**config.mk**
```make
export PLATFORM = sky130hd
export DESIGN_NAME = datapath_sequencer
export DESIGN_NICKNAME = d
export VERILOG_FILES = /design/src/rtl/dpseq_pkg.sv /design/src/rtl/dpseq_prog_ram.sv /design/src/rtl/datapath_sequencer.sv
export SDC_FILE = /design/constraint.sdc
export NUM_CORES = 1
export LEC_CHECK = 0
export ABC_AREA = 1
export BUFFER_PORTS_ARGS = -buffer_cell sky130_fd_sc_hd__buf_2
export CAP_MARGIN = 20
export CORE_MARGIN = 5
export CORE_UTILIZATION = 35
export DETAILED_ROUTE_END_ITERATION = 7
export GPL_TIMING_DRIVEN = 0
export PLACE_DENSITY = 0.48
export SYNTH_ARGS = -nofsm -noshare
export SYNTH_HDL_FRONTEND = slang
export SYNTH_HIERARCHICAL = 1
export SYNTH_SLANG_ARGS = --single-unit
```
**constraint.sdc**
```tcl
create_clock -name clk -period 4.4 [get_ports clk]
set_input_delay 0.88 -clock clk [delete_from_list [all_inputs] [get_ports clk]]
set_output_delay 0.88 -clock clk [all_outputs]
set_load 0.02 [all_outputs]
```
**src/rtl/dpseq_pkg.sv**
```systemverilog
// Shared types, field layout and opcode constants for the datapath sequencer.
// Field layout of a program word, MSB to LSB: halt, fe, ri, opcode, dst, rd, rs, imm.
package dpseq_pkg;

    typedef enum logic [1:0] {
        ST_IDLE = 2'd0,
        ST_RUN  = 2'd1,
        ST_DONE = 2'd2
    } state_e;

    localparam logic [4:0] OP_ADD = 5'b00101;
    localparam logic [4:0] OP_SUB = 5'b01001;
    localparam logic [4:0] OP_AND = 5'b00001;
    localparam logic [4:0] OP_OR  = 5'b00010;
    localparam logic [4:0] OP_XOR = 5'b00011;
    localparam logic [4:0] OP_NOT = 5'b00100;
    localparam logic [4:0] OP_LSH = 5'b01100;
    localparam logic [4:0] OP_RSH = 5'b10011;

    function automatic int word_w(input int data_w, input int reg_aw, input int opc_w);
        return 3 + opc_w + 3 * reg_aw + data_w;
    endfunction

    function automatic int rs_lsb(input int data_w);
        return data_w;
    endfunction

    function automatic int rd_lsb(input int data_w, input int reg_aw);
        return data_w + reg_aw;
    endfunction

    function automatic int dst_lsb(input int data_w, input int reg_aw);
        return data_w + 2 * reg_aw;
    endfunction

    function automatic int opc_lsb(input int data_w, input int reg_aw);
        return data_w + 3 * reg_aw;
    endfunction

    function automatic int ri_bit(input int data_w, input int reg_aw, input int opc_w);
        return data_w + 3 * reg_aw + opc_w;
    endfunction

    function automatic int fe_bit(input int data_w, input int reg_aw, input int opc_w);
        return data_w + 3 * reg_aw + opc_w + 1;
    endfunction

    function automatic int halt_bit(input int data_w, input int reg_aw, input int opc_w);
        return data_w + 3 * reg_aw + opc_w + 2;
    endfunction

endpackage

```
**src/rtl/dpseq_prog_ram.sv**
```systemverilog
// Program table: DEPTH x W, synchronous write, asynchronous read; contents are not reset.
module dpseq_prog_ram #(
    parameter int DEPTH = 16,
    parameter int W     = 36,
    localparam int PC_W = $clog2(DEPTH)
) (
    input  logic            clk,
    input  logic            we,
    input  logic [PC_W-1:0] waddr,
    input  logic [W-1:0]    wdata,
    input  logic [PC_W-1:0] raddr,
    output logic [W-1:0]    rdata
);

    logic [W-1:0] mem [DEPTH];

    always_ff @(posedge clk) begin
        if (we) mem[waddr] <= wdata;
    end

    assign rdata = mem[raddr];

endmodule

```
**src/rtl/datapath_sequencer.sv**
```systemverilog
// Loadable micro-op sequencer driving regfile/ALU control lines with start/done and stall.
// Optional DPSEQ_LOOP_EN adds loop_cnt: the program repeats loop_cnt+1 times.
module datapath_sequencer
    import dpseq_pkg::*;
#(
    parameter int DATA_W  = 16,
    parameter int NREGS   = 16,
    parameter int DEPTH   = 16,
    parameter int OPC_W   = 5,
    localparam int REG_AW = $clog2(NREGS),
    localparam int PC_W   = $clog2(DEPTH),
    localparam int W      = word_w(DATA_W, REG_AW, OPC_W)
) (
    input  logic              clk,
    input  logic              rst,
    input  logic              start,
    input  logic              stall,
    input  logic              prog_we,
    input  logic [PC_W-1:0]   prog_addr,
    input  logic [W-1:0]      prog_wdata,
`ifdef DPSEQ_LOOP_EN
    input  logic [7:0]        loop_cnt,
`endif
    output logic              busy,
    output logic              done,
    output logic [PC_W-1:0]   pc,
    output logic [REG_AW-1:0] rs,
    output logic [REG_AW-1:0] rd,
    output logic [OPC_W-1:0]  opcode,
    output logic [NREGS-1:0]  re,
    output logic              ri,
    output logic              fe,
    output logic [DATA_W-1:0] imm
);

    localparam int RS_L  = rs_lsb(DATA_W);
    localparam int RD_L  = rd_lsb(DATA_W, REG_AW);
    localparam int DST_L = dst_lsb(DATA_W, REG_AW);
    localparam int OPC_L = opc_lsb(DATA_W, REG_AW);
    localparam int RI_B  = ri_bit(DATA_W, REG_AW, OPC_W);
    localparam int FE_B  = fe_bit(DATA_W, REG_AW, OPC_W);
    localparam int HLT_B = halt_bit(DATA_W, REG_AW, OPC_W);

    state_e          state_q, state_d;
    logic [PC_W-1:0] pc_q, pc_d;
    logic [W-1:0]    word;
    logic            last;
`ifdef DPSEQ_LOOP_EN
    logic [7:0]      pass_q, pass_d;
`endif

    dpseq_prog_ram #(.DEPTH(DEPTH), .W(W)) u_ram (
        .clk   (clk),
        .we    (prog_we && (state_q == ST_IDLE)),
        .waddr (prog_addr),
        .wdata (prog_wdata),
        .raddr (pc_q),
        .rdata (word)
    );

    // The final table entry acts as an implicit halt so pc never wraps.
    assign last = word[HLT_B] || (pc_q == PC_W'(DEPTH - 1));

    always_comb begin
        state_d = state_q;
        pc_d    = pc_q;
`ifdef DPSEQ_LOOP_EN
        pass_d  = pass_q;
`endif
        case (state_q)
            ST_IDLE: begin
                if (start) begin
                    state_d = ST_RUN;
                    pc_d    = '0;
`ifdef DPSEQ_LOOP_EN
                    pass_d  = loop_cnt;
`endif
                end
            end
            ST_RUN: begin
                if (!stall) begin
                    if (last) begin
`ifdef DPSEQ_LOOP_EN
                        if (pass_q != 8'd0) begin
                            pc_d   = '0;
                            pass_d = pass_q - 8'd1;
                        end else begin
                            state_d = ST_DONE;
                            pc_d    = '0;
                        end
`else
                        state_d = ST_DONE;
                        pc_d    = '0;
`endif
                    end else begin
                        pc_d = pc_q + PC_W'(1);
                    end
                end
            end
            ST_DONE: state_d = ST_IDLE;
            default: state_d = ST_IDLE;
        endcase
    end

    always_ff @(posedge clk or negedge rst) begin
        if (!rst) begin
            state_q <= ST_IDLE;
            pc_q    <= '0;
`ifdef DPSEQ_LOOP_EN
            pass_q  <= 8'd0;
`endif
        end else begin
            state_q <= state_d;
            pc_q    <= pc_d;
`ifdef DPSEQ_LOOP_EN
            pass_q  <= pass_d;
`endif
        end
    end

    // Control lines decode the current entry combinationally so each entry lands in its own cycle.
    always_comb begin
        rs     = '0;
        rd     = '0;
        opcode = '0;
        re     = '0;
        ri     = 1'b0;
        fe     = 1'b0;
        imm    = '0;
        if (state_q == ST_RUN) begin
            rs     = word[RS_L +: REG_AW];
            rd     = word[RD_L +: REG_AW];
            opcode = word[OPC_L +: OPC_W];
            ri     = word[RI_B];
            imm    = word[DATA_W-1:0];
            if (!stall) begin
                re = NREGS'(1) << word[DST_L +: REG_AW];
                fe = word[FE_B];
            end
        end
    end

    assign busy = (state_q == ST_RUN);
    assign done = (state_q == ST_DONE);
    assign pc   = pc_q;

endmodule

```
Yosys cells after proc, flatten, opt, wreduce, memory -nomap -nowiden
Memory sizes are Yosys's and may differ from the RTL's. Index checks and enable logic that the tools add are counted.

Input port bits: 45. RAM bits: 576. Flip-flop bits (word level): 6. Memories kept: 1. Output and inout bits: 53.

Equality and inequality tests: 6. $add $sub $neg: 1. Reduce and logical (&&, ||, !) cells: 6. Muxes and demuxes: 19. Shift-type cells: 1.

Memory list: u_ram.mem (words 16, width 36, read ports 1, clocked after memory_dff 0, wr ports 1, RTL line dpseq_prog_ram.sv:15) `logic [W-1:0] mem [DEPTH];`.

Operators by type and width (count): $mux W16 (3); $mux W4 (5); $shl A1 B4 Y16 const A (1); $pmux W4 S2 (1); $mux W2 (3); $reduce_and A3 Y1 (2); $mux W1 (5); $mux W5 (1); $add A4 B1 Y4 const B (1); $eq A4 B4 Y1 const B (1); $ne A2 B2 Y1 const B (2); $pmux W2 S2 (1); $eq A2 B1 Y1 const B (1); $eq A2 B2 Y1 const B (1); $logic_not A2 Y1 (1); $ne A2 B1 Y1 const B (1); $reduce_bool A2 Y1 (1); $logic_and A1 B1 Y1 (1); $logic_or A1 B1 Y1 (1).

Longest topological paths before layout
Gate-level depths: netlist of the first run.

Word-level depth: 5. Mapped depth: 14. Gate-level depth less buffers: 12.

Modules after synthesis
Netlist of the first run, hierarchy kept.

By module, submodules not included: dpseq_prog_ram (cells each 2343, area each 24673.7 um^2, seq. area each 17296.6 um^2, instances 1); datapath_sequencer (cells each 149, area each 768.2 um^2, seq. area each 150.1 um^2, instances 1).

Worst setup path before layout of the first run
No wires, ideal clock.

Kind: in2reg. From: in prog_we. To: mem u_ram.mem[12][0] (enable). Arrival time: 2.781 ns. Data required time: 3.971 ns. Path slack: 1.190 ns. Cell stages on the path: 4. Path through: inv_1 nor2_1 nand3_1 nor2_1.

Cells in the longest elaborated chain, start to end: 3.

RTL lines: start: declaration (RTL line datapath_sequencer.sv:18) `input logic prog_we,`; $logic_and A1 B1 Y1 (RTL line datapath_sequencer.sv:54) `.we (prog_we && (state_q == ST_IDLE)),`; $mux W1 (RTL line dpseq_prog_ram.sv:18) `if (we) mem[waddr] <= wdata;`; $mux W1 (implied by the code) (RTL line dpseq_prog_ram.sv:18); end: declaration (RTL line dpseq_prog_ram.sv:15).

Every way passes these cells.

Worst setup path in the final report of the first run
From: reg pc_q[0], in the netlist pc[0]. To: out re[8].

Cells in the longest elaborated chain, start to end: 4.

RTL lines: start: declaration (RTL line datapath_sequencer.sv:45) `logic [PC_W-1:0] pc_q, pc_d;`; start signal: assignment (RTL line datapath_sequencer.sv:114) `pc_q <= pc_d;`; $mem_v2 Z16 W36; net word[24] (RTL line datapath_sequencer.sv:46) `logic [W-1:0] word;`; $shl A1 B4 Y16 (RTL line datapath_sequencer.sv:137) `re = NREGS'(1) << word[DST_L +: REG_AW];`; $mux W16 (RTL line datapath_sequencer.sv:136) `if (!stall) begin`; $mux W16 (RTL line datapath_sequencer.sv:130) `if (state_q == ST_RUN) begin`; end: declaration (RTL line datapath_sequencer.sv:30) `output logic [NREGS-1:0] re,`.

The timed path passes the listed nets, and every way through them passes these cells.

==> results of run 1 <==
-- synthesized netlist by cell type (all sizes together) --
library cell,count
a21oi,1
ha,1
dfrtp,6
clkbuf,20
nor2,72
edfxtp,576
buf,99
clkinv,1
nand4,2
nand3,450
inv,484
nand3b,3
o21ai,2
nand2,775
-- layer usage --
layer	vias up	GRT usage, %	part of all wire (%)
met5	-	0	0
met4	0	6.88	2.7
met3	120	3.03	5.8
met2	558	35.2	48
met1	8678	28.5	43
li1	8379	-	-
-- sequential cells by signal (all words and copies together) (netlist names) --
| name | flops |
|---|---|
| pc | 4 |
| state_q | 2 |
| u_ram/mem | 576 |
-- layout make-up --
type                            instances  area (um^2)  share of cell area, %
Antenna cell                            2         5.00                 0.0169
Buffer                                119          676                   2.28
Clock buffer                           80         1730                   5.82
Clock inverter                         30          221                  0.748
Inverter                              485         1830                   6.17
Multi-Input combinational cell       1306         5630                   19.0
Sequential cell                       582        17400                   58.9
Tap cell                              950         1190                   4.01
Timing Repair Buffer                  119          905                   3.05
-- metrics by stage --
stage               worst slack (ns)  instance area, um^2  instances
floorplan                       1.19                25400       2492
global placement               -1.26                27100       3539
detailed placement             0.579                27600       3560
CTS                           0.0427                29600       3670
global route                  0.0322                29600       3671
finish                         0.224                29600       3673
-- final timing paths --
check	to	slack, ns	depth (start not counted)
max in group asynchronous	pc[1]$_DFFE_PN0P_	4.15	1
setup / recovery	re[8]	0.22	13
hold / removal	pc[3]$_DFFE_PN0P_	0.1	1
hold reg to reg	pc[3]$_DFFE_PN0P_	0.57	2
min in group clk	pc[3]$_DFFE_PN0P_	0.57	2
setup reg to reg	pc[3]$_DFFE_PN0P_	1.41	10
-- cell families (layout without fill, tap and decap cells) --
logic type | count (synthesis) | in the layout | synth area share (%)
simple gates | 1302 | 1302 | 21.6
buf+inv | 604 | 833 | 9.77
flops | 582 | 582 | 68.6
compound gates | 3 | 3 | 0.0590
fa+ha+maj | 1 | 1 | 0.0492
other cells | 0 | 2 | 0
-- critical path: stages, from the launching register on --
cell     delay [ns]
dfrtp_1        0.45
buf_6          0.21
inv_4          0.23
buf_6          0.22
buf_2          0.36
nand2_1        0.09
nand3_1        0.09
nand3_1        0.11
nand3_1        0.10
nand2_1        0.20
inv_1          0.17
nand3_1        0.12
nor2_1         0.13
buf_2          0.18
-- power by group through the flow --
stage | Combinational, mW | Sequential (mW) | Clock [mW]
final | 4.20 | 6.25 | 5.09
after global routing | 4.53 | 6.26 | 5.43
after CTS | 4.22 | 6.25 | 5.21
after detailed placement | 4.20 | 6.37 | 0
after global placement | 4.11 | 6.38 | 0
after floorplan | 2.39 | 6.37 | 0
==> load_flow_metrics.sql, run 1 <==
INSERT INTO impl_metrics (metric_group, metric, value, unit) VALUES
('status', 'run_status', 'completed', ''),
('floorplanning', 'fp.dieH', '280', 'um'),
('setup_path', 'required_arrival_time_at_the_worst_endpoint', '3.52', 'ns'),
('drt', 'drt_first_iter_violations', '1722', ''),
('sta', 'hold_violations', '0', ''),
('pwr', 'power.share.switching', '34.2', '%'),
('pwr', 'clkPwrFrac', '32.7', '%'),
('global_routing', 'number_of_antenna_violations_at_the_first_check_in_global_routing', '7', ''),
('drt', 'overall_routed_net_length', '84000', 'um'),
('pwr', 'power_frac_seq', '40.2', '%'),
('setup_path', 'critPathLaunch', 'pc[0]$_DFFE_PN0P_', ''),
('floorplanning', 'ioPinCount', '98', ''),
('clocking', 'hold_buffers', '0', ''),
('layout', 'layout.nets', '2725', ''),
('synth', 'yosys_warnings', '6', ''),
('sta', 'maxClockFrequency', '239', 'MHz'),
('drt', 'drc', '0', ''),
('synth', 'synth.cell_area', '25400', 'um^2'),
('setup_path', 'timing.setup.critical_path_class', 'flip-flop to primary output', ''),
('setup_path', 'worstPathArrival', '3.30', 'ns'),
('sta', 'min_period_over_period', '94.9', '%'),
('clocking', 'clk_pin_slew', '0.06', 'ns'),
('pwr', 'irDropWorstVdd', '0.000250', 'V'),
('sta', 'final-max-slew-violation-count', '0', ''),
('clocking', 'clock_sinks', '582', ''),
('drt', 'drt-wirelength-per-cell', '22.9', 'um'),
('synth', 'yosys-top-cells-area', 'edfxtp_1, nand2_1, nand3_1', ''),
('drt', 'detailedRoute.firstPassIterationCount', '6', ''),
('global_routing', 'via_count_of_the_first_global_routing_pass', '17086', ''),
('global_routing', 'gr-total-overflow', '0', ''),
('floorplanning', 'die_width', '280', 'um'),
('pwr', 'net-switching-power', '5.32', 'mW'),
('drt', 'detailroute.via_count', '17735', ''),
('layout', 'syn2layout_area_growth', '16.4', '%'),
('layout', 'nFillCells', '6914', ''),
('place', 'dp_hpwl', '54300', 'um'),
('global_routing', 'grt_use_total', '21.0', '%'),
('flow_run', 'max-cap-violations', '0', ''),
('sta', 'setup_viol', '0', ''),
('global_routing', 'grt_first_pass_wirelength', '119000', 'um'),
('floorplanning', 'die_area', '78200', 'um^2'),
('floorplanning', 'rows', '98', ''),
('synth', 'postSynthNetCount', '2538', ''),
('synth', 'post_synth.cell_area_avg', '10.2', 'um^2'),
('clocking', 'cts_root_buf', 'clkbuf_16', ''),
('clocking', 'cts_tree', 'built', ''),
('sta', 'fin_tns_setup', '0', 'ns'),
('setup_path', 'r2r_start', 'pc[2]$_DFFE_PN0P_', ''),
('layout', 'fin_util', '41.3', '%'),
('pwr', 'combinational_share_of_power', '27.0', '%'),
('setup_path', 'worst-path-max-fanout', '10', ''),
('clocking', 'number_of_clock_buffers_inserted_by_tritoncts', '66', ''),
('layout', 'final_layout_size_suffix_gt1_share', '11.5', '%'),
('sta', 'final.min_clock_period', '4.18', 'ns'),
('setup_path', 'critPathCaptureType', 'primary output', ''),
('clocking', 'cts_repair_resize_count', '3', ''),
('sta', 'slew_headroom', '21.0', '%'),
('drt', 'post_drt_via_cell_ratio', '4.83', ''),
('sta', 'hold_ws', '0.0983', 'ns'),
('place', 'place.gp.congestion', '0.812', ''),
('drt', 'detail-route-antenna-nets', '0', ''),
('pwr', 'power', '15.5', 'mW'),
('pwr', 'internal_power_of_the_cells', '10.2', 'mW'),
('layout', 'final_common_cell', 'nand2_1', ''),
('sta', 'rsz0062_at_grt', 'false', ''),
('clocking', 'clock_latency', '0.61', 'ns'),
('clocking', 'total_number_of_h_tree_levels', '3', ''),
('synth', 'synth_area_leader_cell', 'edfxtp_1', ''),
('pwr', 'cell_pwr_density', '525', 'nW/um^2'),
('sta', 'pin_slew_with_the_least_headroom_to_its_limit', '1.18', 'ns'),
('pwr', 'p_leak', '12.7', 'nW');
Note: power is estimated with default switching activity, not from simulation.
==> inputs of run 2 (changes only) <==
--- a/config.mk
+++ b/config.mk
@@ -13,6 +13,7 @@
 export DETAILED_ROUTE_END_ITERATION = 7
 export GPL_TIMING_DRIVEN = 0
 export PLACE_DENSITY = 0.48
+export RECOVER_POWER = 50
 export SYNTH_ARGS = -nofsm -noshare
 export SYNTH_HDL_FRONTEND = slang
 export SYNTH_HIERARCHICAL = 1
==> run 2 against run 1 <==
Net effect:
- the run now ends with DRC, capacitance limit, slew limit left
- via count rose by 0.84%
- register-to-register slack got worse by 0.69 ns
- global-route usage did not move
- sequential share of layout area rose by 0.15 points
- clock power barely moved
- die area did not move
- final cell count barely moved
- wire length rose by 0.26%
- fmax fell by 1.3%
- critical path depth fell by 3
- largest power group unchanged
- highest routed layer unchanged
==> load_flow_metrics.sql, run 2 (synthesis results as in run 1) <==
INSERT INTO impl_metrics (metric_group, metric, value, unit) VALUES
('clocking', 'number_of_clock_buffers_inserted_by_tritoncts', '66', ''),
('drt', 'detailedRoute.firstPassIterationCount', '8', ''),
('clocking', 'clk_pin_slew', '0.06', 'ns'),
('global_routing', 'pin_count_of_the_biggest_net_entering_global_routing', '23', ''),
('setup_path', 'ff2ff_setup_slack', '0.72', 'ns'),
('clocking', 'clk_path_buf_depth', '3', ''),
('sta', 'hold_ws', '0.149', 'ns'),
('sta', 'setup_viol', '0', ''),
('setup_path', 'worst-path-max-fanout', '10', ''),
('clocking', 'hold_buffers', '0', ''),
('drt', 'post_drt_via_cell_ratio', '4.87', ''),
('floorplanning', 'fp.dieH', '280', 'um'),
('layout', 'syn2layout_area_growth', '16.1', '%'),
('clocking', 'cts_tree', 'built', ''),
('global_routing', 'via_count_of_the_first_global_routing_pass', '17086', ''),
('clocking', 'setup_fix_bufs_post_cts', '0', ''),
('floorplanning', 'initial_utilization', '35.5', '%'),
('layout', 'final_cells', '3672', ''),
('clocking', 'total_number_of_h_tree_levels', '3', ''),
('global_routing', 'grt_first_pass_wirelength', '119000', 'um'),
('floorplanning', 'die_width', '280', 'um'),
('layout', 'layout_common_cells', 'nand2_1, edfxtp_1, inv_1, nand3_1, buf_2', ''),
('sta', 'finalClockSkew', '0.0143', 'ns'),
('setup_path', 'worstPathArrival', '3.35', 'ns'),
('place', 'place.gp.congestion', '0.812', ''),
('layout', 'final_common_cell', 'nand2_1', ''),
('drt', 'drt-wirelength-per-cell', '22.9', 'um'),
('clocking', 'clock_sinks', '582', ''),
('layout', 'fin_util', '41.2', '%'),
('drt', 'detailroute.via_count', '17884', ''),
('global_routing', 'gr-total-overflow', '0', ''),
('layout', 'layout.nets', '2725', ''),
('pwr', 'irDropWorstVdd', '0.000249', 'V'),
('setup_path', 'regToRegEndpoint', 'u_ram/mem[2][17]$_DFFE_PP_', ''),
('drt', 'overall_routed_net_length', '84200', 'um'),
('place', 'dp_hpwl', '54300', 'um'),
('sta', 'maxClockFrequency', '236', 'MHz'),
('drt', 'drt_first_iter_violations', '1692', ''),
('drt', 'drc', '7', ''),
('clocking', 'cts_root_buf', 'clkbuf_16', ''),
('sta', 'pin_slew_with_the_least_headroom_to_its_limit', '1.55', 'ns'),
('layout', 'nFillCells', '6932', ''),
('pwr', 'cell_pwr_density', '526', 'nW/um^2'),
('layout', 'largest_reg_flops', '576', ''),
('sta', 'final-max-slew-violation-count', '16', ''),
('sta', 'hold_violations', '0', ''),
('place', 'io_buffers', '97', ''),
('setup_path', 'setup.worst_path.start_class', 'flip-flop', ''),
('layout', 'final_layout_size_suffix_gt1_share', '9.92', '%'),
('floorplanning', 'design.core.area', '71700', 'um^2'),
('setup_path', 'reg2regPathDepth', '7', ''),
('layout', 'multi_input_area', '5620', 'um^2'),
('pwr', 'p_leak', '12.6', 'nW'),
('status', 'run_status', 'finished, violations left', ''),
('global_routing', 'grt_use_total', '21.0', '%'),
('sta', 'final.min_clock_period', '4.23', 'ns'),
('floorplanning', 'ioPinCount', '98', ''),
('setup_path', 'critPathCaptureType', 'primary output', ''),
('floorplanning', 'die_area', '78200', 'um^2'),
('drt', 'detail-route-antenna-nets', '0', ''),
('setup_path', 'r2r_start', 'state_q[0]$_DFFE_PN0P_', ''),
('sta', 'rsz0062_at_grt', 'false', ''),
('setup_path', 'timing.setup.critical_path_class', 'flip-flop to primary output', ''),
('floorplanning', 'rows', '98', ''),
('flow_run', 'max-cap-violations', '1', ''),
('layout', 'max_flop_register', 'u_ram/mem', ''),
('status', 'violations', 'DRC, capacitance limit, slew limit', ''),
('sta', 'min_period_over_period', '96.1', '%'),
('setup_path', 'required_arrival_time_at_the_worst_endpoint', '3.52', 'ns'),
('clocking', 'clock_latency', '0.60', 'ns'),
('place', 'dp_cells', '3560', ''),
('layout', 'ff_latch_area', '17400', 'um^2'),
('sta', 'slew_headroom', '-3.04', '%'),
('hold_path', 'hold_path_class', 'input port to async pin', ''),
('global_routing', 'number_of_antenna_violations_at_the_first_check_in_global_routing', '2', '');
run 2: final cells by class:
cell class / instances / area share (%)
diodes: 1 / 0.00847
plain buffers: 119 / 2.29
clock buffers: 80 / 5.84
clock inverters: 30 / 0.750
inverters: 485 / 6.18
multi-input cells: 1306 / 19.0
flip-flops and latches: 582 / 59.0
well taps: 950 / 4.02
repair buffers: 119 / 2.83
run 2: what timing repair did:
| item | in CTS | in global routing |
|---|---|---|
| pin swaps | 0 | 0 |
| endpoints found under the setup margin | 13 | 16 |
| hold endpoints to repair | 0 | 0 |
| gates resized for setup | 3 | 12 |
run 2: worst max-delay path by stage:
stage	end	cells past startpoint	slack, ns	from
6_report	re[8]	10	0.17	pc[1]$_DFFE_PN0P_
4_1_cts	re[8]	10	0.04	pc[2]$_DFFE_PN0P_
5_1_grt	re[9]	13	0.03	pc[0]$_DFFE_PN0P_
2_1_floorplan	u_ram/mem[12][0]$_DFFE_PP_	4	1.19	prog_we
3_5_place_dp	re[8]	9	0.58	pc[3]$_DFFE_PN0P_
3_3_place_gp	u_ram/mem[11][11]$_DFFE_PP_	5	-1.26	prog_we
run 2: worst max-delay path: stages, from the launching register on:
cell and delay, ns:
dfrtp_1 0.48, buf_4 0.26, buf_1 0.79, nand3_1 0.16, nand3_1 0.11, nand3_1 0.15, nand2_1 0.29, inv_1 0.13
nand3_1 0.13, nor2_1 0.06, buf_2 0.16
run 2: through the flow:
stage	total power, mW	TNS [ns]	instance area (um^2)	worst slack (ns)
floorplan	8.76	0	25400	1.19
CTS	15.7	0	29600	0.0427
global route	16.2	0	29500	0.0310
detailed placement	10.6	0	27600	0.579
finish	15.5	0	29500	0.170
global placement	10.5	-584.26	27100	-1.26
run 2: power breakdown:
part	internal, mW	switching [mW]
clock network	2.90	2.19
registers	6.21	0.0428
logic	1.11	3.09
run 2: layer usage:
| layer | vias up | wire length (um) | global-route usage (%) |
|---|---|---|---|
| met5 | - | 0 | 0 |
| met4 | 0 | 2260 | 6.88 |
| met3 | 123 | 5200 | 3.03 |
| met2 | 583 | 40700 | 35.2 |
| met1 | 8802 | 36000 | 28.5 |
| li1 | 8376 | - | - |
